$ cat config.mk
export PLATFORM = sky130hd
export DESIGN_NAME = alu_exec
export DESIGN_NICKNAME = d
export VERILOG_FILES = /design/src/rtl/alu_exec.sv
export SDC_FILE = /design/constraint.sdc
export NUM_CORES = 1
export LEC_CHECK = 0
export ABC_AREA = 1
export CORE_UTILIZATION = 61
export DETAILED_ROUTE_END_ITERATION = 7
export PLACE_DENSITY = 0.89
export SYNTH_ARGS = -nofsm -noshare
export SYNTH_HDL_FRONTEND = slang
export SYNTH_SLANG_ARGS = --single-unit
$ cat constraint.sdc
create_clock -name clk -period 7.1 [get_ports clk]
set_input_delay 1.065 -clock clk [delete_from_list [all_inputs] [get_ports clk]]
set_output_delay 1.065 -clock clk [all_outputs]
set_load 0.01 [all_outputs]
$ cat src/rtl/alu_exec.sv
// Execute-stage ALU. Single-cycle logic/arith/compare ops finish with one
// registered cycle of latency. MUL is an iterative shift-add that runs for WIDTH
// cycles behind a start/busy/done handshake.
module alu_exec #(
  parameter int unsigned WIDTH = 32,
  parameter int unsigned CNT_W = 6
) (
  input  logic             clk,
  input  logic             rst_n,
  input  logic             i_start,
  input  logic [3:0]       i_alu_ctrl,
  input  logic [WIDTH-1:0] i_op_a,
  input  logic [WIDTH-1:0] i_op_b,
  output logic             o_busy,
  output logic             o_done,
  output logic [WIDTH-1:0] o_result,
  output logic             o_zero
);

  localparam logic [3:0] OpAnd = 4'b0000;
  localparam logic [3:0] OpOr  = 4'b0001;
  localparam logic [3:0] OpAdd = 4'b0010;
  localparam logic [3:0] OpSub = 4'b0110;
  localparam logic [3:0] OpSlt = 4'b0111;
  localparam logic [3:0] OpMul = 4'b1000;

  typedef enum logic [0:0] {
    StIdle,
    StMul
  } state_e;

  state_e           r_state;
  logic [WIDTH-1:0] r_acc;
  logic [WIDTH-1:0] r_a;
  logic [WIDTH-1:0] r_b;
  logic [CNT_W-1:0] r_cnt;
  logic [WIDTH-1:0] r_result;
  logic             r_zero;
  logic             r_done;
  logic             r_busy;

  logic [WIDTH-1:0] w_alu_res;
  logic [WIDTH-1:0] w_acc_next;
  logic             w_slt;
  logic             w_last_iter;

  // Single-cycle datapath; MUL and unassigned codes yield zero here.
  always_comb begin
    w_alu_res = '0;
    w_slt     = ($signed(i_op_a) < $signed(i_op_b));
    case (i_alu_ctrl)
      OpAnd:   w_alu_res = i_op_a & i_op_b;
      OpOr:    w_alu_res = i_op_a | i_op_b;
      OpAdd:   w_alu_res = i_op_a + i_op_b;
      OpSub:   w_alu_res = i_op_a - i_op_b;
      OpSlt:   w_alu_res = {{(WIDTH-1){1'b0}}, w_slt};
      default: w_alu_res = '0;
    endcase
  end

  // One shift-add step: add the shifted multiplicand when the multiplier LSB is set.
  always_comb begin
    w_acc_next  = r_b[0] ? (r_acc + r_a) : r_acc;
    w_last_iter = (r_cnt == CNT_W'(1));
  end

  // Control FSM with registered outputs; start is only looked at in StIdle.
  always_ff @(posedge clk or negedge rst_n) begin
    if (!rst_n) begin
      r_state  <= StIdle;
      r_acc    <= '0;
      r_a      <= '0;
      r_b      <= '0;
      r_cnt    <= '0;
      r_result <= '0;
      r_zero   <= 1'b0;
      r_done   <= 1'b0;
      r_busy   <= 1'b0;
    end else begin
      r_done <= 1'b0;
      case (r_state)
        StIdle: begin
          if (i_start) begin
            if (i_alu_ctrl == OpMul) begin
              r_acc   <= '0;
              r_a     <= i_op_a;
              r_b     <= i_op_b;
              r_cnt   <= CNT_W'(WIDTH);
              r_busy  <= 1'b1;
              r_state <= StMul;
            end else begin
              r_result <= w_alu_res;
              r_zero   <= (w_alu_res == '0);
              r_done   <= 1'b1;
            end
          end
        end
        StMul: begin
          r_acc <= w_acc_next;
          r_a   <= r_a << 1;
          r_b   <= r_b >> 1;
          r_cnt <= r_cnt - CNT_W'(1);
          if (w_last_iter) begin
            r_result <= w_acc_next;
            r_zero   <= (w_acc_next == '0);
            r_done   <= 1'b1;
            r_busy   <= 1'b0;
            r_state  <= StIdle;
          end
        end
        default: r_state <= StIdle;
      endcase
    end
  end

  assign o_busy   = r_busy;
  assign o_done   = r_done;
  assign o_result = r_result;
  assign o_zero   = r_zero;

endmodule
==> flow_summary.yaml, run 1 <==
clocking:
  post_cts_buffers: 0
  clkTransAtPathRegs_ns: 0.08
  hold_buffers: 0
  cts.root.buffer_cell: "clkbuf_16"
  h-tree-depth: 4
  cts_made_buffers: 17
  clock_path_buffers: 2
  cts_tree: "done"
  worstSkewPairLatency_ns: 0.45
  clkSinkCount: 138
  ctsResizeCount: 0
pwr:
  finalPower_uw: 6650
  p_leak_uw: 0.00921
  switching_share_pct: 53.6
  vdd_ir_drop_max_uv: 381
  switchingPower_uw: 3570
  intPower_uw: 3090
  clockPowerShare_pct: 14.3
  seq_power_share_pct: 23.0
  p_per_area_nw_per_um2: 400
  power_frac_comb_pct: 62.7
sta:
  setup_ws_ns: 2.94
  setup_viol: 0
  tns_ns: 0
  drv_slew: 0
  hold_viol_final: 0
  layout_min_cycle_time_ns: 4.16
  max_freq_ghz: 0.241
  min_period_over_period_pct: 58.5
  tightest_slew_ns: 1.21
  slew-limit-headroom_pct: 19.1
  clock_skew_ns: 0.0165
  rsz0062_at_grt: "no"
route:
  drtIter0Drc: 2262
  viasPerCell: 6.00
  vias: 17400
  routed_wl_um: 55800
  remaining_drc_errors: 0
  dr.pass1.iters: 7
  wire_per_inst_um: 19.2
  drtAntennaViolNets: 0
setup_path:
  cp_top_family: "simple AND/OR/NAND/NOR gates"
  cpMaxStageDelayCell: "clkdlybuf4s50_1"
  r2r_setup_slack_ns: 3.84
  crit_fanout: 8
  crit_required_ns: 7.43
  critPathArrivalTime_ns: 4.49
  cp_num_buf_inv: 4
  cp-end-kind: "flip-flop"
  worstSetupPathType: "in -> reg"
  rr_endpoint: "o_zero"
  r2r-start: "r_a[0]"
  reg2reg_depth: 19
  path_common_cell: "nand2_1"
  start_kind: "input pin"
  crit_chain: "clkdlybuf4s50_1 > inv_1 > ha_1 > inv_1 > a21oi_1 > o21ai_0 > a21oi_1 > nor2_1 > nor2_1 > nand2_1 > nand2_1 > nand3_1 > nand2_1 > inv_1 > nand3_1 > nor2_1 > nand2_1 > nand2_1 > nand2_1 > nand2_1"
  crit_path_max_incr_delay_ns: 0.54
worst_hold_path:
  hold_end: "o_busy"
  min_path_cells: 2
  hold_class: "reg -> reg"
  worstHoldStart: "o_busy"
die:
  num_rows: 56
  initial_utilization_pct: 62.8
  core_um2: 23700
  die_h_um: 158
  die_w_um: 158
  io_pins: 106
  fp.dieArea_um2: 25000
layout:
  final_util_pct: 70.2
  fillers: 2175
  area_delta_synth_final_pct: 11.8
  drive_gt1_share_pct: 3.55
  final_nets: 2781
  n_antenna_cell: 0
job:
  cap_violations: 0
grt:
  grtUsageMet2_pct: 70.3
  grt_pass1_wl_um: 84500
  grt_use_total_pct: 44.9
  use_met1_pct: 57.8
  grtUsageMet3_pct: 10.8
  grt_max_degree: 89
  top_usage_layer: "met2"
  overflow: 0
  grt_antenna_before_repair: 1
  grt_pass1_vias: 16100
yosys:
  synth.avg_cell_area_um2: 5.91
  synth_area_um2: 14900
  async_reset_ff_share_pct: 100
  synth_cell_types: 40
  synth-seq-area-share_pct: 23.2
  ys_ff_latch: 138
  synth_flop_cell: "dfrtp_1"
  syn-num-nets: 2722
  syn_inst: 2516
  synth_edf_count: 0
  ys_warn_count: 0
run_status:
  status: "complete, no violations"
place:
  pre_cts_slack_ns: 2.60
  routabilityCongestion: 1.07
  hpwl_um: 43400
  portBuffers: 105
## area by class of cell
type | instances | area, um2 | area share, %
sequential | 138 | 3450 | 20.8
inverter | 459 | 1720 | 10.4
clock buffer | 17 | 425 | 2.56
tap | 319 | 399 | 2.40
multi-input combinational | 1845 | 9330 | 56.1
timing repair buffer | 114 | 1120 | 6.73
clock inverter | 15 | 181 | 1.09
## worst max path at each step
| stage | from | to | slack (ns) | cells after the start |
|---|---|---|---|---|
| final | i_op_b[21] | o_zero | 2.94 | 20 |
| after floorplan | i_op_a[0] | o_zero | 4.06 | 22 |
| after CTS | i_op_b[21] | o_zero | 3.03 | 20 |
| after global placement | i_op_b[21] | o_zero | 2.54 | 20 |
| after detailed placement | i_op_b[21] | o_zero | 2.60 | 20 |
| after global routing | i_op_a[3] | o_zero | 2.80 | 22 |
## worst reg2reg max path, stage by stage, from the launching register on
cell,delay [ns]
dfrtp_1,0.43
ha_1,0.28
fa_1,0.49
nand3_1,0.14
nand3_1,0.14
nand2_1,0.10
nand2_1,0.13
nand2_1,0.11
nand2_1,0.11
nand2_1,0.09
nand3_1,0.08
o21ai_0,0.14
nand2_1,0.10
nor2_1,0.09
nand2_1,0.05
nor2_1,0.26
nand4_1,0.21
nand2_1,0.12
nand2_1,0.05
nand2_1,0.07
## per-layer routing
metal / share of wire (%) / vias up / wire (um)
met5: 0.023 / - / 13
met4: 4.8 / 2 / 2700
met3: 12 / 194 / 6950
met2: 44 / 1113 / 24400
met1: 39 / 8089 / 21800
li1: - / 8034 / -
## metrics by stage
stage,instances,hold slack (ns),area (um2)
final,2907,0.507,16600
after detailed placement,2875,0.477,16000
after global routing,2907,0.515,16600
after global placement,2875,0.463,16000
after CTS,2907,0.503,16600
after floorplan,2516,0.434,14900
## layout by cell type (no fill, tap or decap), types with 2 or more instances in the layout
cell type,count
nor3_1,18
fa_1,3
o21bai_1,9
clkdlybuf4s50_1,104
nand2_2,7
clkinvlp_4,2
a21oi_1,108
nand2_1,780
xor2_1,4
o22ai_1,75
inv_8,6
dfrtp_1,137
a21o_1,2
clkinv_4,2
o21ai_0,82
nor2_2,11
a221oi_1,17
and3_1,3
inv_2,8
clkbuf_16,17
nor4_1,3
or2_2,11
nor2_1,315
and2_1,2
inv_1,449
clkinv_1,2
a21oi_2,4
nand3b_1,10
ha_1,132
nand3_1,177
nand4_1,31
a31oi_1,25
buf_4,9
clkinv_8,5
xnor2_1,4
nand3_2,6
## synth_stat cells (11+ instances only)
| master | instances | area share [%] |
|---|---|---|
| o21ai_0 | 82 | 2.8 |
| ha_1 | 132 | 11 |
| nand3_1 | 177 | 6.0 |
| nor2_1 | 315 | 7.9 |
| clkbuf_1 | 39 | 0.98 |
| nand2_1 | 781 | 20 |
| nor2_2 | 11 | 0.46 |
| or2_2 | 11 | 0.46 |
| nand4_1 | 31 | 1.3 |
| inv_1 | 449 | 11 |
| a21oi_1 | 108 | 3.6 |
| buf_4 | 14 | 0.71 |
| nor3_1 | 18 | 0.61 |
| a31oi_1 | 25 | 1.1 |
| dfrtp_1 | 138 | 23 |
| a221oi_1 | 17 | 1.0 |
| o22ai_1 | 75 | 3.2 |
## registers in the layout, indices dropped and copies added (netlist names)
register,cells
o_result,32
r_a,32
r_acc,32
r_b,32
r_cnt,6
o_busy,1
o_done,1
o_zero,1
r_state,1
## power by group through the flow
stage / Clock (uW) / Sequential, uW / Combinational (uW)
global placement: 0 / 1500 / 3870
CTS: 941 / 1510 / 4050
floorplan: 0 / 1450 / 2810
global route: 972 / 1550 / 4600
detailed placement: 0 / 1510 / 4010
finish: 950 / 1530 / 4170
## kinds of logic (layout without fill, tap and decap cells)
logic type	count (synthesis)	count (layout)	share of synthesized area (%)
AO/OA/AOI/OAI	327	327	12.7
AND/OR/NAND/NOR	1375	1375	38.0
buffers and inverters	533	605	14.1
adder cells (fa/ha/maj)	135	135	11.5
XOR/XNOR	8	8	0.471
flip-flops	138	138	23.2
Power figures use the tool's default switching activity.
==> run 2, diff against run 1 <==
--- a/config.mk
+++ b/config.mk
@@ -6,9 +6,9 @@
 export NUM_CORES = 1
 export LEC_CHECK = 0
 export ABC_AREA = 1
-export CORE_UTILIZATION = 61
+export CORE_UTILIZATION = 55
 export DETAILED_ROUTE_END_ITERATION = 7
-export PLACE_DENSITY = 0.89
+export PLACE_DENSITY = 0.85
 export SYNTH_ARGS = -nofsm -noshare
 export SYNTH_HDL_FRONTEND = slang
 export SYNTH_SLANG_ARGS = --single-unit
==> constraint.sdc (replaced) <==
create_clock -name clk -period 3.55 [get_ports clk]
set_input_delay 0.5325 -clock clk [delete_from_list [all_inputs] [get_ports clk]]
set_output_delay 0.5325 -clock clk [all_outputs]
set_load 0.01 [all_outputs]
==> run 2 against run 1 <==
Compared with the run above:
- the flow now finishes with violations (DRC)
- die area grew 11%
- sequential share of layout area shrank 2.1 points
- combinational power grew 110%
- wire length grew 6.5%
- core utilization grew 0.14 points
==> flow_summary.yaml, run 2 (synthesis gave the netlist of run 1 again) <==
grt:
  grt_pass1_vias: 17500
  top_usage_layer: "met2"
  grt_max_degree: 76
  use_met1_pct: 57.1
  overflow: 0
  grt_pass1_wl_um: 92700
  grtUsageMet3_pct: 7.06
  grt_antenna_before_repair: 1
  grtUsageMet2_pct: 70.0
  grt_use_total_pct: 43.2
run_status:
  violations: "DRC"
  status: "complete, but fails checks"
pwr:
  power_frac_comb_pct: 63.7
  finalPower_uw: 13700
  p_per_area_nw_per_um2: 743
  intPower_uw: 6580
  seq_power_share_pct: 22.3
  p_leak_uw: 0.0104
  vdd_ir_drop_max_uv: 478
  switching_share_pct: 52.1
  clockPowerShare_pct: 14.0
  switchingPower_uw: 7150
setup_path:
  r2r_setup_slack_ns: 0.26
  crit_required_ns: 3.93
  rr_endpoint: "o_zero"
  r2r-start: "r_a[0]"
  cp-end-kind: "flip-flop"
  start_kind: "input pin"
  worstSetupPathType: "in -> reg"
  reg2reg_depth: 19
  crit_fanout: 4
  critPathArrivalTime_ns: 3.78
worst_hold_path:
  hold_class: "in -> async"
clocking:
  cts.root.buffer_cell: "clkbuf_16"
  cts_tree: "done"
  clkTransAtPathRegs_ns: 0.09
  worstSkewPairLatency_ns: 0.45
  clkSinkCount: 138
  post_cts_buffers: 0
  hold_buffers: 0
  cts_made_buffers: 17
  h-tree-depth: 4
  clock_path_buffers: 2
layout:
  final_cell_mix: "nand2_1 (780), inv_1 (449), nor2_1 (313)"
  final_area_um2: 18500
  final_nets: 3017
  drive_gt1_share_pct: 11.7
  final_common_cell: "nand2_1"
  area_delta_synth_final_pct: 24.3
route:
  wire_per_inst_um: 18.8
  remaining_drc_errors: 6
  routed_wl_um: 59400
  drtAntennaViolNets: 0
  viasPerCell: 5.74
  drtIter0Drc: 2185
  vias: 18100
  dr.pass1.iters: 8
die:
  num_rows: 59
  io_pins: 106
  die_h_um: 166
  die_w_um: 166
  core_um2: 26300
  initial_utilization_pct: 56.6
  fp.dieArea_um2: 27700
sta:
  drv_slew: 0
  slew-limit-headroom_pct: 25.4
  setup_viol: 0
  tns_ns: 0
  rsz0062_at_grt: "no"
  clock_skew_ns: 0.0244
  layout_min_cycle_time_ns: 3.39
  tightest_slew_ns: 1.12
  max_freq_ghz: 0.295
  hold_viol_final: 0
  whs_ns: 0.103
  setup_ws_ns: 0.156
  min_period_over_period_pct: 95.6
job:
  cap_violations: 0
place:
  pre_cts_slack_ns: -0.252
  portBuffers: 105
  routabilityCongestion: 1.04
  placed_area_um2: 17900
  hpwl_um: 47900
==> run 2: changes by cell type in the layout (fill, tap and decap cells not counted), sizes merged <==
| cell | before | now |
|---|---|---|
| clkinvlp | 2 | 3 |
| diode | 0 | 1 |
| clkbuf | 17 | 19 |
| bufinv | 0 | 2 |
| buf | 10 | 246 |
| clkinv | 9 | 4 |
==> run 2: metrics by stage <==
step	std cells	util [%]
floorplan	2516	-
CTS	3159	70.3
finish	3160	70.4
global route	3159	70.4
global placement	3127	68.0
detailed placement	3127	68.0
==> run 2: worst max-delay path by stage <==
| stage | to | depth (start not counted) | startpoint |
|---|---|---|---|
| floorplan | o_zero | 22 | i_op_a[0] |
| global placement | o_zero | 19 | i_op_b[23] |
| detailed placement | o_zero | 19 | i_op_b[23] |
| CTS | o_zero | 19 | i_op_b[23] |
| global route | o_zero | 19 | i_op_b[21] |
| finish | o_zero | 23 | i_op_b[0] |
==> run 2: area by class of cell <==
| type | count | area [um2] |
|---|---|---|
| antenna | 1 | 2.50 |
| clock buffer | 19 | 443 |
| clock inverter | 13 | 158 |
| fill | 2307 | 7790 |
| inverter | 459 | 1720 |
| multi-input combinational | 1845 | 9340 |
| sequential | 138 | 3450 |
| tap | 335 | 419 |
| timing repair buffer | 350 | 2950 |
==> run 2: power groups by stage <==
stage	combinational (uW)	sequential [uW]	clock (uW)
global route	9620	3120	1980
finish	8740	3070	1930
global placement	8100	2980	0
floorplan	5620	2900	0
CTS	8510	3020	1920
detailed placement	8410	3040	0
==> run 2: layer usage <==
layer  up-vias  routed length [um]
met5         -                   0
met4         0                2610
met3       164                5970
met2      1011               26400
met1      8454               24400
li1       8504                   -
==> run 2: critical path, cell delays in order <==
cell	delay (ns)
clkdlybuf4s50_1	0.43
buf_4	0.16
ha_1	0.20
fa_1	0.42
inv_1	0.15
nand2_1	0.09
nand3_1	0.14
nand2_1	0.07
nand2_1	0.19
nand2_1	0.10
nand2_1	0.11
nand3_1	0.15
nand2_1	0.11
nand2_1	0.05
nand3_1	0.11
nand2_1	0.13
inv_1	0.10
nand3_1	0.15
nor2_1	0.14
nand2_1	0.06
nand2_1	0.05
nand2_1	0.06
nand2_1	0.06
==> run 2: repair_timing <==
action | CTS | global route
hold endpoints to repair | 0 | 0
endpoints found under the setup margin | 0 | 1
gates resized for setup | 0 | 4
